==> src/rtl/shot_scheduler_pkg.sv <==
`default_nettype none
// ============================================================================
// Module   : shot_pkg
// Purpose  : Shared defaults, requester indices and widths for the shot
//            scheduler and its round-robin arbiter.
// Contents : NUM_REQ_DEF, NUM_SLOTS_DEF, COOLDOWN_DEF  - default sizing
//            REQ_PLAYER / REQ_ALIEN*                   - requester indices
//            CHARGE_W, REQ_W_DEF, SLOT_W_DEF           - field widths
// Revision : 1.0 - initial release
// ============================================================================
package shot_pkg;

  localparam int NUM_REQ_DEF   = 4;
  localparam int NUM_SLOTS_DEF = 4;
  localparam int COOLDOWN_DEF  = 6;

  // Requester indices: the player always sits at index 0.
  localparam int REQ_PLAYER = 0;
  localparam int REQ_ALIEN1 = 1;
  localparam int REQ_ALIEN2 = 2;
  localparam int REQ_ALIEN3 = 3;

  // Charge counters are 3 bits wide to match the HUD charge_count field,
  // so COOLDOWN must not exceed 7.
  localparam int CHARGE_W   = 3;
  localparam int REQ_W_DEF  = $clog2(NUM_REQ_DEF);
  localparam int SLOT_W_DEF = $clog2(NUM_SLOTS_DEF);

endpackage : shot_pkg
`default_nettype wire

==> src/rtl/shot_scheduler_rr_arbiter.sv <==
`default_nettype none
// ============================================================================
// Module   : rr_arbiter
// Purpose  : Combinational round-robin picker. Scans eligible requesters
//            starting at rr_ptr_i and wrapping; the first hit wins.
// Ports    : eligible_i [N]   - requesters allowed to win this cycle
//            rr_ptr_i   [PW]  - index searched first
//            winner_o   [N]   - one-hot winner (all zero when none)
//            valid_o          - at least one requester eligible
// Revision : 1.0 - initial release
// ============================================================================
module rr_arbiter
  import shot_pkg::*;
#(
  parameter  int N  = NUM_REQ_DEF,
  localparam int PW = (N > 1) ? $clog2(N) : 1
) (
  input  logic [N-1:0]  eligible_i,
  input  logic [PW-1:0] rr_ptr_i,
  output logic [N-1:0]  winner_o,
  output logic          valid_o
);

  always_comb begin
    int idx;
    idx      = 0;
    winner_o = '0;
    valid_o  = 1'b0;
    for (int i = 0; i < N; i++) begin
      idx = int'(rr_ptr_i) + i;
      if (idx >= N) idx = idx - N;
      if (!valid_o && eligible_i[idx]) begin
        winner_o[idx] = 1'b1;
        valid_o       = 1'b1;
      end
    end
  end

endmodule : rr_arbiter
`default_nettype wire

==> src/rtl/shot_scheduler.sv <==
`default_nettype none
// ============================================================================
// Module   : shot_scheduler
// Purpose  : Hands out shot engines (slots) to fire requesters. Each
//            requester must recharge for COOLDOWN ticks between grants; at
//            most one grant per cycle, lowest free slot first, requester
//            chosen round-robin.
// Ports    : s_clk        - system clock (rising edge)
//            rst          - synchronous active-high reset
//            tick         - one-cycle charge-advance strobe
//            req          - level fire requests, one per requester
//            slot_done    - per-slot pulse when a shot ends
//            grant        - one-hot, one-cycle grant pulse
//            grant_slot   - slot index carried by the current grant
//            slot_en      - slot busy flags (shot engine enables)
//            slot_owner   - flattened owner index per slot
//            charge_count - player (requester 0) charge level
// Config   : SHOT_PLAYER_PRIORITY_EN - when defined, an eligible player
//            beats every alien and leaves the round-robin pointer alone.
// Revision : 1.0 - initial release
// ============================================================================
module shot_scheduler
  import shot_pkg::*;
#(
  parameter  int NUM_REQ   = NUM_REQ_DEF,
  parameter  int NUM_SLOTS = NUM_SLOTS_DEF,
  parameter  int COOLDOWN  = COOLDOWN_DEF,
  localparam int REQ_W     = (NUM_REQ > 1) ? $clog2(NUM_REQ) : 1,
  localparam int SLOT_W    = (NUM_SLOTS > 1) ? $clog2(NUM_SLOTS) : 1
) (
  input  logic                       s_clk,
  input  logic                       rst,
  input  logic                       tick,
  input  logic [NUM_REQ-1:0]         req,
  input  logic [NUM_SLOTS-1:0]       slot_done,
  output logic [NUM_REQ-1:0]         grant,
  output logic [SLOT_W-1:0]          grant_slot,
  output logic [NUM_SLOTS-1:0]       slot_en,
  output logic [NUM_SLOTS*REQ_W-1:0] slot_owner,
  output logic [2:0]                 charge_count
);

  localparam logic [CHARGE_W-1:0] C_FULL = CHARGE_W'(COOLDOWN);

  logic [REQ_W-1:0]           rr_ptr_q, rr_ptr_d;
  logic [NUM_SLOTS-1:0]       slot_en_q, slot_en_d;
  logic [NUM_SLOTS*REQ_W-1:0] slot_owner_q, slot_owner_d;
  logic [NUM_REQ-1:0]         grant_q, grant_d;
  logic [SLOT_W-1:0]          grant_slot_q, grant_slot_d;
  logic [CHARGE_W-1:0]        charge_q [NUM_REQ];
  logic [CHARGE_W-1:0]        charge_d [NUM_REQ];

  logic [NUM_REQ-1:0] ready;
  logic [NUM_REQ-1:0] eligible;
  logic [NUM_REQ-1:0] arb_winner;
  logic [NUM_REQ-1:0] winner;
  logic               arb_valid;
  logic               prio_win;
  logic               slot_free;
  logic               do_grant;
  logic [SLOT_W-1:0]  free_idx;
  logic [REQ_W-1:0]   win_idx;

  generate
    for (genvar i = 0; i < NUM_REQ; i++) begin : g_ready
      assign ready[i] = (charge_q[i] == C_FULL);
    end
  endgenerate

  assign eligible = req & ready;

  rr_arbiter #(
    .N (NUM_REQ)
  ) u_arb (
    .eligible_i (eligible),
    .rr_ptr_i   (rr_ptr_q),
    .winner_o   (arb_winner),
    .valid_o    (arb_valid)
  );

`ifdef SHOT_PLAYER_PRIORITY_EN
  assign prio_win = eligible[REQ_PLAYER];
`else
  assign prio_win = 1'b0;
`endif

  // A priority win overrides the arbiter; arb_valid is already set because
  // the player is part of the eligible vector.
  always_comb begin
    winner = arb_winner;
    if (prio_win) begin
      winner             = '0;
      winner[REQ_PLAYER] = 1'b1;
    end
  end

  always_comb begin
    win_idx = '0;
    for (int i = 0; i < NUM_REQ; i++) begin
      if (winner[i]) win_idx = REQ_W'(i);
    end
  end

  // Lowest free slot: scan downwards so the last hit is the lowest index.
  always_comb begin
    slot_free = 1'b0;
    free_idx  = '0;
    for (int k = NUM_SLOTS - 1; k >= 0; k--) begin
      if (!slot_en_q[k]) begin
        slot_free = 1'b1;
        free_idx  = SLOT_W'(k);
      end
    end
  end

  // Only registered slot_en is consulted, so a slot released this cycle is
  // not handed out again until the following edge.
  assign do_grant = arb_valid && slot_free;

  always_comb begin
    // Done on an idle slot leaves it idle, so masking is harmless there.
    slot_en_d    = slot_en_q & ~slot_done;
    slot_owner_d = slot_owner_q;
    grant_d      = '0;
    grant_slot_d = '0;
    rr_ptr_d     = rr_ptr_q;
    for (int i = 0; i < NUM_REQ; i++) begin
      charge_d[i] = (tick && (charge_q[i] != C_FULL)) ? charge_q[i] + 1'b1
                                                       : charge_q[i];
    end
    if (do_grant) begin
      grant_d                                    = winner;
      grant_slot_d                               = free_idx;
      slot_en_d[free_idx]                        = 1'b1;
      slot_owner_d[int'(free_idx)*REQ_W +: REQ_W] = win_idx;
      // Grant beats a coincident tick.
      charge_d[win_idx]                          = '0;
      if (!prio_win) begin
        rr_ptr_d = (win_idx == REQ_W'(NUM_REQ - 1)) ? '0 : win_idx + 1'b1;
      end
    end
  end

  always_ff @(posedge s_clk) begin
    if (rst) begin
      rr_ptr_q     <= '0;
      slot_en_q    <= '0;
      slot_owner_q <= '0;
      grant_q      <= '0;
      grant_slot_q <= '0;
      for (int i = 0; i < NUM_REQ; i++) charge_q[i] <= C_FULL;
    end else begin
      rr_ptr_q     <= rr_ptr_d;
      slot_en_q    <= slot_en_d;
      slot_owner_q <= slot_owner_d;
      grant_q      <= grant_d;
      grant_slot_q <= grant_slot_d;
      for (int i = 0; i < NUM_REQ; i++) charge_q[i] <= charge_d[i];
    end
  end

  assign grant        = grant_q;
  assign grant_slot   = grant_slot_q;
  assign slot_en      = slot_en_q;
  assign slot_owner   = slot_owner_q;
  assign charge_count = 3'(charge_q[REQ_PLAYER]);

endmodule : shot_scheduler
`default_nettype wire

==> config.mk <==
export PLATFORM = sky130hd
export DESIGN_NAME = shot_scheduler
export DESIGN_NICKNAME = d
export VERILOG_FILES = /design/src/rtl/shot_scheduler_pkg.sv /design/src/rtl/shot_scheduler_rr_arbiter.sv /design/src/rtl/shot_scheduler.sv
export SDC_FILE = /design/constraint.sdc
export NUM_CORES = 1
export LEC_CHECK = 0
export ABC_CLOCK_PERIOD_IN_PS = 2900
export CORE_UTILIZATION = 57
export DETAILED_ROUTE_END_ITERATION = 10
export DONT_BUFFER_PORTS = 1
export GPL_TIMING_DRIVEN = 0
export PLACE_DENSITY = 0.85
export SYNTH_ARGS = -nofsm -noshare
export SYNTH_HDL_FRONTEND = slang
export SYNTH_SLANG_ARGS = --single-unit
==> constraint.sdc <==
create_clock -name s_clk -period 2.9 [get_ports s_clk]
set_clock_uncertainty 0.05 [all_clocks]
set_input_delay 0.58 -clock s_clk [delete_from_list [all_inputs] [get_ports s_clk]]
set_output_delay 0.58 -clock s_clk [all_outputs]
set_load 0.05 [all_outputs]
Word-level counts from Yosys, hierarchy flattened
Memory sizes are Yosys's and may differ from the RTL's.
Cells that the tools add are included.
{"block": "classes", "addsub": 13, "multipliers": 0, "div_mod_pow": 0, "n_lt_le_gt_ge": 16, "n_eq_ne": 9, "shift": 2, "muxes": 62, "n_bitwise": 15, "reduce_logical": 18}
{"cell": "greater-or-equal comparator 32 x 1 -> 1 bit (second input constant)", "count": 4}
{"cell": "less-than comparator 32 x 4 -> 1 bit (second input constant)", "count": 4}
{"cell": "2-to-1 mux 32 bit", "count": 4}
{"cell": "greater-or-equal comparator 32 x 4 -> 1 bit (second input constant)", "count": 3}
{"cell": "subtractor 32 x 4 -> 32 bit (second input constant)", "count": 3}
{"cell": "negator 3 -> 33 bit", "count": 1}
{"cell": "variable shift 2 x 33 -> 8 bit (first input constant)", "count": 1}
{"cell": "indexed part select 2 x 33 -> 8 bit", "count": 1}
{"cell": "2-to-1 mux 3 bit", "count": 9}
{"cell": "2-to-1 mux 1 bit", "count": 25}
{"cell": "2-to-1 mux 4 bit", "count": 5}
{"cell": "bitwise OR 4 bit", "count": 4}
{"cell": "logical AND 1 bit", "count": 14}
{"cell": "2-to-1 mux 2 bit", "count": 7}
{"cell": "adder 3 x 1 -> 3 bit (second input constant)", "count": 4}
{"cell": "bitwise AND 12 bit", "count": 1}
{"cell": "== test 3 bit (second input constant)", "count": 4}
{"cell": "2-to-1 mux 12 bit", "count": 1}
{"cell": "!= test 3 bit (second input constant)", "count": 4}
{"cell": "NOT 12 bit", "count": 1}
{"cell": "demux 1 bit (select 2 bit)", "count": 5}
{"cell": "bitwise AND 4 bit", "count": 2}
{"cell": "binary-select mux 1 bit (select 2 bit)", "count": 4}
{"cell": "bitwise mux 8 bit", "count": 1}
{"cell": "other kinds (17)", "count": 23}
{"block": "word_totals", "ff_bits": 20, "latchBits": 0, "ramBits": 12, "mem_bits_ro": 0, "in_bits": 11, "elab_cells": 141, "mem_count": 1}
{"name": "charge_q", "words": 4, "word_bits": 3, "rd": 4, "rd_clocked_by_memory_dff": 0, "wr": 4, "line": "shot_scheduler.sv:50", "text": "logic [CHARGE_W-1:0] charge_q [NUM_REQ];"}

Longest topological paths before layout
Gate-level depths: netlist (run 1).
An unclocked memory read counts as a cell.
{"block": "depth", "ltp_word": 28, "depth_mapped": 13, "depth_no_buf": 12}

Modules after synthesis
A second synthesis (run 1) with hierarchy kept.
{"block": "hier_totals", "cells_unflattened": 237, "area_unflattened_um2": 2160.8}
{"module": "shot_scheduler", "n_inst": 1, "cells_per_inst": 178, "area_each_um2": 1702.9, "seq_area_each_um2": 640.6}
{"module": "rr_arbiter", "n_inst": 1, "cells_per_inst": 59, "area_each_um2": 457.9, "seq_area_each_um2": 0.0}

Least setup slack after synthesis (run 1)
Ideal clock, no wire load.
{"block": "synth_path", "path_kind": "register to register", "startpoint": "register rr_ptr_q[0]", "endpoint": "register rr_ptr_q[1]", "setup_ns": 0.128, "arrival_ns": 2.718, "slack_ns": 0.004, "stages_incl_launch_ff": 13, "path_cell_list": "dfxtp_1 > inv_1 > ha_1 > mux4_2 > o211ai_1 > a31oi_1 > a21oi_2 > and2_1 > buf_6 > inv_1 > ha_1 > mux2i_1 > nor2_1"}
{"block": "synth_via", "elab_chain_len": 20, "elab_cells_between_ends": 71, "cone_classes": "add/sub (8); order compare (12); eq/ne (1); mux (36); bitwise (3); reduce/logical (11)"}
{"element": "start, declared", "line": "shot_scheduler.sv:45", "text": "logic [REQ_W-1:0] rr_ptr_q, rr_ptr_d;"}
{"element": "start signal, assigned", "line": "shot_scheduler.sv:153", "text": "rr_ptr_q <= rr_ptr_d;"}
{"element": "branches (longest 20 deep; another with subtractor 32 x 4 -> 32 bit)"}
Several ways; the timed one is not identified. The select of a mux whose other input is x is not followed.
A chain may end at the register's enable or synchronous reset.

==> results.json, run 1 <==
{
  "outcome": "finished, final reports clean",
  "routed_wl_um": 4657,
  "grt-ovfl-total": 0,
  "grt_start_max_net_pins": 12,
  "worstPathCellList": "inv_1, ha_4, mux4_2, o211ai_1, a31oi_1, a21oi_2, buf_4, buf_4, o21ai_4, inv_1, ha_2, nand2_1, a21o_1",
  "nets": 287,
  "wl_per_cell_um": 15.79,
  "nFillCells": 279,
  "cts-root-buf": "clkbuf_4",
  "start_util_pct": 60.02,
  "dieWidth_um": 61.74,
  "grt_first_pass_wirelength_um": 6837,
  "final-seq-area_um2": 648.1,
  "htreeDepth": 2,
  "grt_antenna_before_repair": 0,
  "grt_usage_pct": 25.13,
  "syn-cell-area_mm2": 0.002034,
  "dpl.cell_count": 274,
  "fp-row-count": 21,
  "synth_top_cells_by_area": "dfxtp_1 (31%), ha_1 (17%), nand2_1 (3.9%)",
  "synth_nets": 267,
  "instances_no_fill": 295,
  "first_pass_iters": 4,
  "cts_sinks": 32,
  "hpwl_um": 3240,
  "die_h_um": 61.74,
  "fin_crit_ns": 2.836,
  "insertion_delay_ns": 0.35,
  "vias": 1732,
  "timing.final.max_slew_violations": 0,
  "grt_pass1_vias": 1528,
  "ys_seq_area_share_pct": 31.49,
  "multi_input_area_mm2": 0.001355,
  "hp-class": "input port to register",
  "critPathMaxFanout": 7,
  "numCtsBuffers": 5,
  "ant_nets": 0,
  "cts_tree": "yes",
  "core_area_mm2": 0.003390,
  "port_buffers": 0,
  "critPathLaunchType": "register",
  "die-area_mm2": 0.003812,
  "antenna_cells": 0,
  "final_layout_size_suffix_gt1_share_pct": 19.28,
  "async_flop_share_pct": 0,
  "synth_edf_count": 0,
  "slowest_delay_ns": 0.56,
  "hold_viol_final": 0,
  "synth_common_cells": "dfxtp_1 (32), ha_1 (28), nand2_1 (21)",
  "slew_headroom_pct": 58.84,
  "max_freq_mhz": 352.6,
  "fin_crit_sh_pct": 97.80,
  "avgSynthCellArea_um2": 8.923,
  "yosys_register_bits": 32,
  "crit_arrival_ns": 3.03,
  "setup_viol": 0,
  "drv_cap": 0,
  "ioPinCount": 32,
  "syn2layout_area_growth_pct": 14.82,
  "worstSetupPathType": "register to register",
  "ctsHoldBuffers": 0,
  "gp_congestion": 0.7898,
  "cts_buffer_depth": 2,
  "synth_top_area_cell": "dfxtp_1",
  "drt_iter0_markers": 100,
  "syn_inst": 228,
  "endpoint_kind": "register",
  "crit_buf_inv": 4,
  "critical_path.top_delay_family": "compound AO/OA/AOI/OAI gates",
  "clk_pin_slew_worst_paths_ns": 0.11,
  "cp_slowest_cell": "mux4_2",
  "yosysTopAreaCellShare_pct": 31.49,
  "drcViolationCount": 0,
  "synth_warnings": 0,
  "worstMarginPinSlew_ns": 0.6166,
  "synthDistinctLibCells": 41,
  "critPathRequiredTime_ns": 3.09,
  "vias_per_cell": 5.871,
  "synth_most_common_cell": "dfxtp_1",
  "synth-main-ff-cell": "dfxtp_1"
}
-- metal layers --
metal	vias up	part of all wire, %	global-route usage [%]
met5	-	0	0
li1	857	-	-
met4	0	0.90	7.619
met1	822	42	29.07
met2	47	51	44.39
met3	6	5.5	7.867
-- cell usage in the layout, fill, tap and decap left out, types with 3 or more instances in the layout --
| master | count |
|---|---|
| nand3_1 | 9 |
| nand2_1 | 21 |
| a211oi_1 | 4 |
| a31oi_1 | 3 |
| a22o_1 | 3 |
| inv_1 | 11 |
| and3_1 | 4 |
| o21ai_0 | 11 |
| buf_4 | 17 |
| nand4b_1 | 4 |
| xnor2_1 | 8 |
| nand4_1 | 3 |
| o211ai_1 | 4 |
| clkbuf_1 | 5 |
| ha_1 | 25 |
| a21o_1 | 9 |
| a21oi_1 | 12 |
| nor2_1 | 18 |
| nor2b_1 | 3 |
| clkbuf_4 | 5 |
| dfxtp_1 | 30 |
| a21oi_2 | 4 |
-- cells by family after synthesis --
family | synth area share, %
mux | 2.706
simple gates | 18.51
compound gates | 21.83
fa+ha+maj | 17.22
xor+xnor | 3.444
buf+inv | 4.797
flops | 31.49
-- per-stage QoR --
stage | util, % | instance area [um^2] | setup slack [ns] | setup TNS, ns | hold WS, ns
3_3_place_gp | 61.72 | 2092 | -0.3658 | -4.355 | 0.5171
5_1_grt | 68.92 | 2336 | -0.05412 | -0.2300 | 0.3636
6_report | 68.92 | 2336 | 0.06379 | 0 | 0.3684
3_5_place_dp | 61.72 | 2092 | -0.4919 | -5.786 | 0.5159
4_1_cts | 65.67 | 2226 | 0.01044 | 0 | 0.3563
2_1_floorplan | - | 2034 | 0.003885 | 0 | 0.4943
-- sequential cells by signal, summed over array words and instances (netlist names) --
name and flops:
slot_owner 8, charge_q 12, grant 4, slot_en 4, rr_ptr_q 2, grant_slot 2
-- layout make-up --
cell class	instances	share of cell area, %
Multi-Input combinational cell	175	58.01
Timing Repair Buffer	14	4.499
Clock buffer	5	1.607
Buffer	8	1.768
Inverter	12	2.089
Clock inverter	3	1.821
Sequential cell	32	27.75
Tap cell	46	2.464
-- final timing paths --
check | slack (ns) | cells past startpoint | endpoint | from
worst max register to register | 0.06 | 13 | charge_q[0][8] | rr_ptr_q[1]
worst min register to register | 0.54 | 2 | charge_q[0][3] | charge_q[0][3]
worst max-delay path | 0.06 | 13 | charge_q[0][8] | rr_ptr_q[1]
worst min-delay path | 0.37 | 3 | slot_owner[5] | rst
-- what timing repair did --
action / CTS / global route
setup endpoints to repair: 21 / 12
resized for setup: 8 / 9
buffers inserted: 3 / 11
pin swaps: 1 / 5
-- worst reg2reg max path, delay by kind of cell, from the launching register on --
family	cells	cell delay, ns
AOI/OAI and AO/OA	5	0.68
adders and majority gates	2	0.52
buffers and inverters	4	0.45
DFF	1	0.39
muxes	1	0.56
and+or+nand+nor	1	0.07
Power of run 1 is not shown: default switching activity piles up to over one toggle a cycle in this logic, so the estimate is an artifact.
==> run 2, diff against run 1 <==
--- a/config.mk
+++ b/config.mk
@@ -6,10 +6,10 @@
 export NUM_CORES = 1
 export LEC_CHECK = 0
-export ABC_CLOCK_PERIOD_IN_PS = 2900
-export CORE_UTILIZATION = 57
+export ABC_CLOCK_PERIOD_IN_PS = 3350
+export CORE_UTILIZATION = 60
 export DETAILED_ROUTE_END_ITERATION = 10
 export DONT_BUFFER_PORTS = 1
 export GPL_TIMING_DRIVEN = 0
-export PLACE_DENSITY = 0.85
+export PLACE_DENSITY = 0.86
 export SYNTH_ARGS = -nofsm -noshare
 export SYNTH_HDL_FRONTEND = slang
==> constraint.sdc (replaced) <==
create_clock -name s_clk -period 3.35 [get_ports s_clk]
set_clock_uncertainty 0.05 [all_clocks]
set_input_delay 0.1675 -clock s_clk [delete_from_list [all_inputs] [get_ports s_clk]]
set_output_delay 0.1675 -clock s_clk [all_outputs]
set_load 0.05 [all_outputs]
==> run 2 against run 1 <==
Critical path type unchanged; core utilization up 2.6 points; register-to-register slack gained 0.09 ns; via count shrank 4.0%; maximum frequency decreased by 11%; largest cell class unchanged.
==> results.json, run 2 (synthesized netlist as in run 1, its figures left out) <==
{
  "outcome": "finished, final reports clean",
  "core_area_mm2": 0.003128,
  "max-vdd-ir-drop_mv": 0.7079,
  "ant_nets": 0,
  "htreeDepth": 2,
  "timing.final.max_slew_violations": 0,
  "netSwitchingFraction_pct": 51.53,
  "total_power_uw": 2538,
  "clk_pin_slew_worst_paths_ns": 0.11,
  "hp-class": "input port to register",
  "insertion_delay_ns": 0.34,
  "grt_usage_pct": 25.55,
  "power_density_mw_per_mm2": 1135,
  "rsz0062_at_grt": "no",
  "critPathMaxFanout": 10,
  "worstSetupPathType": "register to register",
  "hold_viol_final": 0,
  "grt_first_pass_wirelength_um": 6872,
  "layout_common_cells": "dfxtp_1 (30), ha_1 (27), nand2_1 (21)",
  "setup_tns_ns": 0,
  "ioPinCount": 32,
  "drv_cap": 0,
  "cp_common_cell": "inv_1",
  "multi_input_area_mm2": 0.001311,
  "final_common_cell": "dfxtp_1",
  "crit_buf_inv": 3,
  "gp_congestion": 0.8505,
  "worstPathCellList": "inv_1, ha_2, mux4_2, o211ai_1, a31oi_1, a21oi_2, and2_1, buf_6, inv_1, ha_1, mux2i_1, nor2_1",
  "regToRegSetupSlack_ns": 0.15,
  "final_layout_size_suffix_gt1_share_pct": 11.20,
  "die-area_mm2": 0.003628,
  "largest_reg_flops": 12,
  "hpwl_um": 3040,
  "cts_setup_buffers": 0,
  "cts_tree": "yes",
  "worstMarginPinSlew_ns": 0.6273,
  "internal_power_uw": 1230,
  "grt_pass1_vias": 1575,
  "nFillCells": 246,
  "dieWidth_um": 60.23,
  "vias_per_cell": 5.835,
  "final-seq-area_um2": 643.1,
  "slowest_delay_ns": 0.58,
  "antenna_cells": 0,
  "grt-ovfl-total": 0,
  "pwr-share-clk_pct": 11.7,
  "top_register": "charge_q",
  "fin_crit_sh_pct": 95.41,
  "first_pass_iters": 4,
  "cts_sinks": 32,
  "drt_iter0_markers": 108,
  "numCtsBuffers": 5,
  "nets": 279,
  "wl_per_cell_um": 14.80,
  "slew_headroom_pct": 58.12,
  "max_freq_mhz": 312.9,
  "fp-row-count": 20,
  "leakage_uw": 0.0009175,
  "syn2layout_area_growth_pct": 9.963,
  "critPathLaunchType": "register",
  "critical_path.top_delay_family": "adder cells",
  "port_buffers": 0,
  "endpoint_kind": "register",
  "grt_antenna_before_repair": 0,
  "die_h_um": 60.23,
  "setup_viol": 0,
  "fin_crit_ns": 3.196,
  "cp_slowest_cell": "mux4_2",
  "cts-root-buf": "clkbuf_4",
  "start_util_pct": 65.04,
  "crit_arrival_ns": 3.36,
  "cts_buffer_depth": 2,
  "grt_start_max_net_pins": 12,
  "routed_wl_um": 4217,
  "drcViolationCount": 0,
  "power_frac_comb_pct": 57.3,
  "p_switching_uw": 1308,
  "critPathRequiredTime_ns": 3.51,
  "seqPwrFrac_pct": 31.0,
  "vias": 1663
}
run 2: power by group through the flow:
stage	clock [uW]	sequential [uW]	combinational [uW]
after detailed placement	0	795	1390
after global placement	0	790	1360
after floorplan	0	765	1140
after global routing	314	810	1620
final	296	788	1450
after CTS	301	787	1410
run 2: path summary, 6_finish.rpt:
| path | start | end | depth (start not counted) |
|---|---|---|---|
| min | tick | charge_q[0][8] | 3 |
| max | rr_ptr_q[0] | rr_ptr_q[1] | 12 |
| min reg2reg | charge_q[0][3] | charge_q[0][3] | 2 |
| max reg2reg | rr_ptr_q[0] | rr_ptr_q[1] | 12 |
run 2: repair_timing:
item,4_1_cts,5_1_grt
hold endpoints to repair,7,0
resized for setup,1,4
setup endpoints to repair,1,12
pin swaps,0,0
hold buffers,5,0
run 2: cell type report:
class,instances,area share (%)
multi-input combinational,175,58.61
timing repair buffer,5,2.237
tap,44,2.461
inverter,12,2.013
buffer,9,2.349
sequential,32,28.75
clock buffer,5,1.678
clock inverter,3,1.902
run 2: stage by stage:
step                      hold WS [ns]  setup WS (ns)  std cells  util, %  area [um^2]
final                          0.07555         0.1536        285    71.52         2237
after global routing           0.08973        0.01277        285    71.52         2237
after CTS                      0.07240        0.05603        285    71.00         2221
after detailed placement        0.3285       0.008448        272    66.80         2090
after global placement          0.3219        0.02867        272    66.80         2090
after floorplan                 0.3073         0.4539        228        -         2034
run 2: per-layer routing:
layer,part of all wire (%),vias up,routed length (um),global-route usage [%]
met5,0,-,0,0
met4,0.90,0,38,9.635
met3,4.9,4,206,6.494
met2,47,43,2001,41.29
met1,47,784,1970,32.45
li1,-,832,-,-
run 2: worst reg2reg max path: stages, from the launching register on:
cell,delay (ns)
dfxtp_2,0.46
inv_1,0.21
ha_2,0.46
mux4_2,0.58
o211ai_1,0.11
a31oi_1,0.12
a21oi_2,0.24
and2_1,0.19
buf_6,0.14
inv_1,0.07
ha_1,0.27
mux2i_1,0.13
nor2_1,0.05
Note: power is estimated with default switching activity, not from simulation.
==> run 3, diff against run 2 <==
- ABC_AREA: default -> 1
==> run 3 against run 2 <==
Via count increased by 0.24%; final area decreased by 0.73%; synthesized cell count increased by 13%; non-clock buffer count decreased by 3; critical path depth decreased by 4; hold slack improved by 0.046 ns; clock-buffer cell count increased by 3; first-iteration DRC count decreased by 50%; flip-flop and latch count unchanged.
==> results.json, run 3 <==
{
  "grt_first_pass_wirelength_um": 6527,
  "outcome": "finished, final reports clean",
  "hold_start": "rst",
  "setup_tns_ns": 0,
  "cp_common_cell": "inv_1",
  "synth-simple-area-share_pct": 32.91,
  "syn-cell-area_mm2": 0.002053,
  "yosys_register_bits": 32,
  "dieWidth_um": 60.50,
  "dpl.cell_count": 301,
  "synth_compound_area_share_pct": 7.617,
  "synth_edf_count": 0,
  "syn_inst": 257,
  "final_common_cell": "nand2_1",
  "grt_usage_pct": 23.82,
  "fp-row-count": 20,
  "fin_crit_ns": 2.993,
  "nets": 308,
  "reg2reg_to": "slot_en[0]",
  "holdPathStages": 3,
  "drt_iter0_markers": 54,
  "cts_sinks": 32,
  "hold_viol_final": 0,
  "endpoint_kind": "register",
  "synthMuxAreaShare_pct": 0,
  "start_util_pct": 65.12,
  "drv_cap": 0,
  "critical_path.top_delay_family": "buffers and inverters",
  "ioPinCount": 32,
  "critPathMaxFanout": 10,
  "final_layout_size_suffix_gt1_share_pct": 14.44,
  "slew_headroom_pct": 60.34,
  "critPathRequiredTime_ns": 3.51,
  "numCtsBuffers": 5,
  "regToRegSetupSlack_ns": 0.36,
  "timing.final.max_slew_violations": 0,
  "top_register": "charge_q",
  "hpwl_um": 2948,
  "largest_reg_flops": 12,
  "grt_start_max_net_pins": 11,
  "synth-main-ff-cell": "dfxtp_1",
  "synthDistinctLibCells": 32,
  "htreeDepth": 2,
  "yosysTopAreaCellShare_pct": 31.20,
  "synth_most_common_cell": "nand2_1",
  "worstPathCellList": "inv_1, or2_2, a21oi_2, inv_1, ha_1, inv_1, o32ai_1, dlygate4sd3_1",
  "ys_seq_area_share_pct": 31.20,
  "synth_top_cells_by_area": "dfxtp_1 (31%), ha_1 (17%), nand2_1 (11%)",
  "max_freq_mhz": 334.1,
  "antenna_cells": 0,
  "grt-ovfl-total": 0,
  "cts_buffer_depth": 2,
  "synth-xor-area-share_pct": 3.413,
  "insertion_delay_ns": 0.32,
  "vias_per_cell": 5.309,
  "die-area_mm2": 0.003660,
  "worstSetupPathType": "register to register",
  "fin_crit_sh_pct": 89.34,
  "gp_congestion": 0.8656,
  "drcViolationCount": 0,
  "grt_pass1_vias": 1554,
  "cts_tree": "yes",
  "slowest_delay_ns": 0.67,
  "synth_nets": 296,
  "avgSynthCellArea_um2": 7.989,
  "critPathLaunchType": "register",
  "synthAdderAreaFrac_pct": 17.06,
  "first_pass_iters": 4,
  "synth_warnings": 0,
  "holdPathEnd": "charge_q[0][0]",
  "vias": 1667,
  "cp_slowest_cell": "dfxtp_1",
  "routed_wl_um": 3889,
  "layout_common_cells": "nand2_1 (58), dfxtp_1 (32), nand3_1 (28), ha_1 (28), inv_1 (26)",
  "synth_common_cells": "nand2_1 (58), dfxtp_1 (32), ha_1 (28), nand3_1 (28), inv_1 (26)",
  "reg2reg_depth": 8,
  "crit_buf_inv": 4,
  "hp-class": "input port to register",
  "rsz0062_at_grt": "no",
  "clk_pin_slew_worst_paths_ns": 0.10,
  "r2r-start": "slot_en[2]",
  "ant_nets": 0,
  "crit_arrival_ns": 3.16,
  "async_flop_share_pct": 0,
  "die_h_um": 60.50,
  "wl_per_cell_um": 12.39,
  "cts-root-buf": "clkbuf_4",
  "whs_ns": 0.1219,
  "instances_no_fill": 314,
  "worstMarginPinSlew_ns": 0.5940,
  "cts_setup_buffers": 0,
  "grt_antenna_before_repair": 0,
  "synth_top_family_by_area": "simple AND/OR/NAND/NOR gates",
  "synth_top_area_cell": "dfxtp_1",
  "core_area_mm2": 0.003153,
  "port_buffers": 0,
  "syn2layout_area_growth_pct": 8.166,
  "setup_viol": 0
}
-- run 3: cell types whose count changed after synthesis, sizes merged, moves of 5 or more --
cell,change
nand2,+49
a211oi,-5
nand3,+22
a21o,-9
inv,+17
and3,-5
nor2,-6
o21ai,-8
-- run 3: cell families (layout without fill, tap and decap cells) --
| group | Yosys count | in the layout |
|---|---|---|
| AOI/OAI and AO/OA | 27 | 27 |
| xor gates and xnor gates | 8 | 8 |
| DFF | 32 | 32 |
| adders and majority gates | 28 | 28 |
| buffers and inverters | 36 | 49 |
| and+or+nand+nor | 126 | 126 |
-- run 3: tightest hold or removal path: stages --
cell,delay (ns)
clkinv_1,0.15
nand3_1,0.10
inv_1,0.05
-- run 3: per-stage QoR --
step           util, %  worst slack [ns]  area, um^2
2_1_floorplan        -            0.7209        2053
3_3_place_gp     66.87            0.4493        2108
3_5_place_dp     66.87            0.4280        2108
4_1_cts          70.32           0.06921        2217
5_1_grt          70.44            0.1399        2221
6_report         70.44            0.3571        2221
-- run 3: cell type report --
type / instances / area, um^2
buffer: 6 / 47.55
fill: 271 / 932.1
inverter: 30 / 112.6
sequential: 32 / 640.6
timing repair buffer: 5 / 50.05
multi-input combinational: 189 / 1256
clock buffer: 8 / 58.81
tap: 44 / 55.05
-- run 3: worst max path at each step --
stage | slack (ns) | from | endpoint | cells after the start
after global routing | 0.14 | slot_en[2] | slot_en[0] | 8
after detailed placement | 0.43 | slot_en[2] | slot_owner[1] | 10
after global placement | 0.45 | slot_en[2] | slot_owner[0] | 10
after floorplan | 0.72 | slot_en[2] | slot_owner[0] | 10
final | 0.36 | slot_en[2] | slot_en[0] | 8
after CTS | 0.07 | slot_en[2] | slot_en[0] | 8
-- run 3: what timing repair did --
item,4_1_cts,5_1_grt
hold buffers,5,0
resized for setup,0,1
endpoints found under the hold margin,4,0
setup endpoints to repair,0,1
-- run 3: per-layer routing --
layer	wire length (um)	GRT usage, %
met1	1823	30.08
met2	1887	39.40
met3	145	4.264
met4	33	11.36
met5	0	0
Power of run 3 is left out for the same reason.
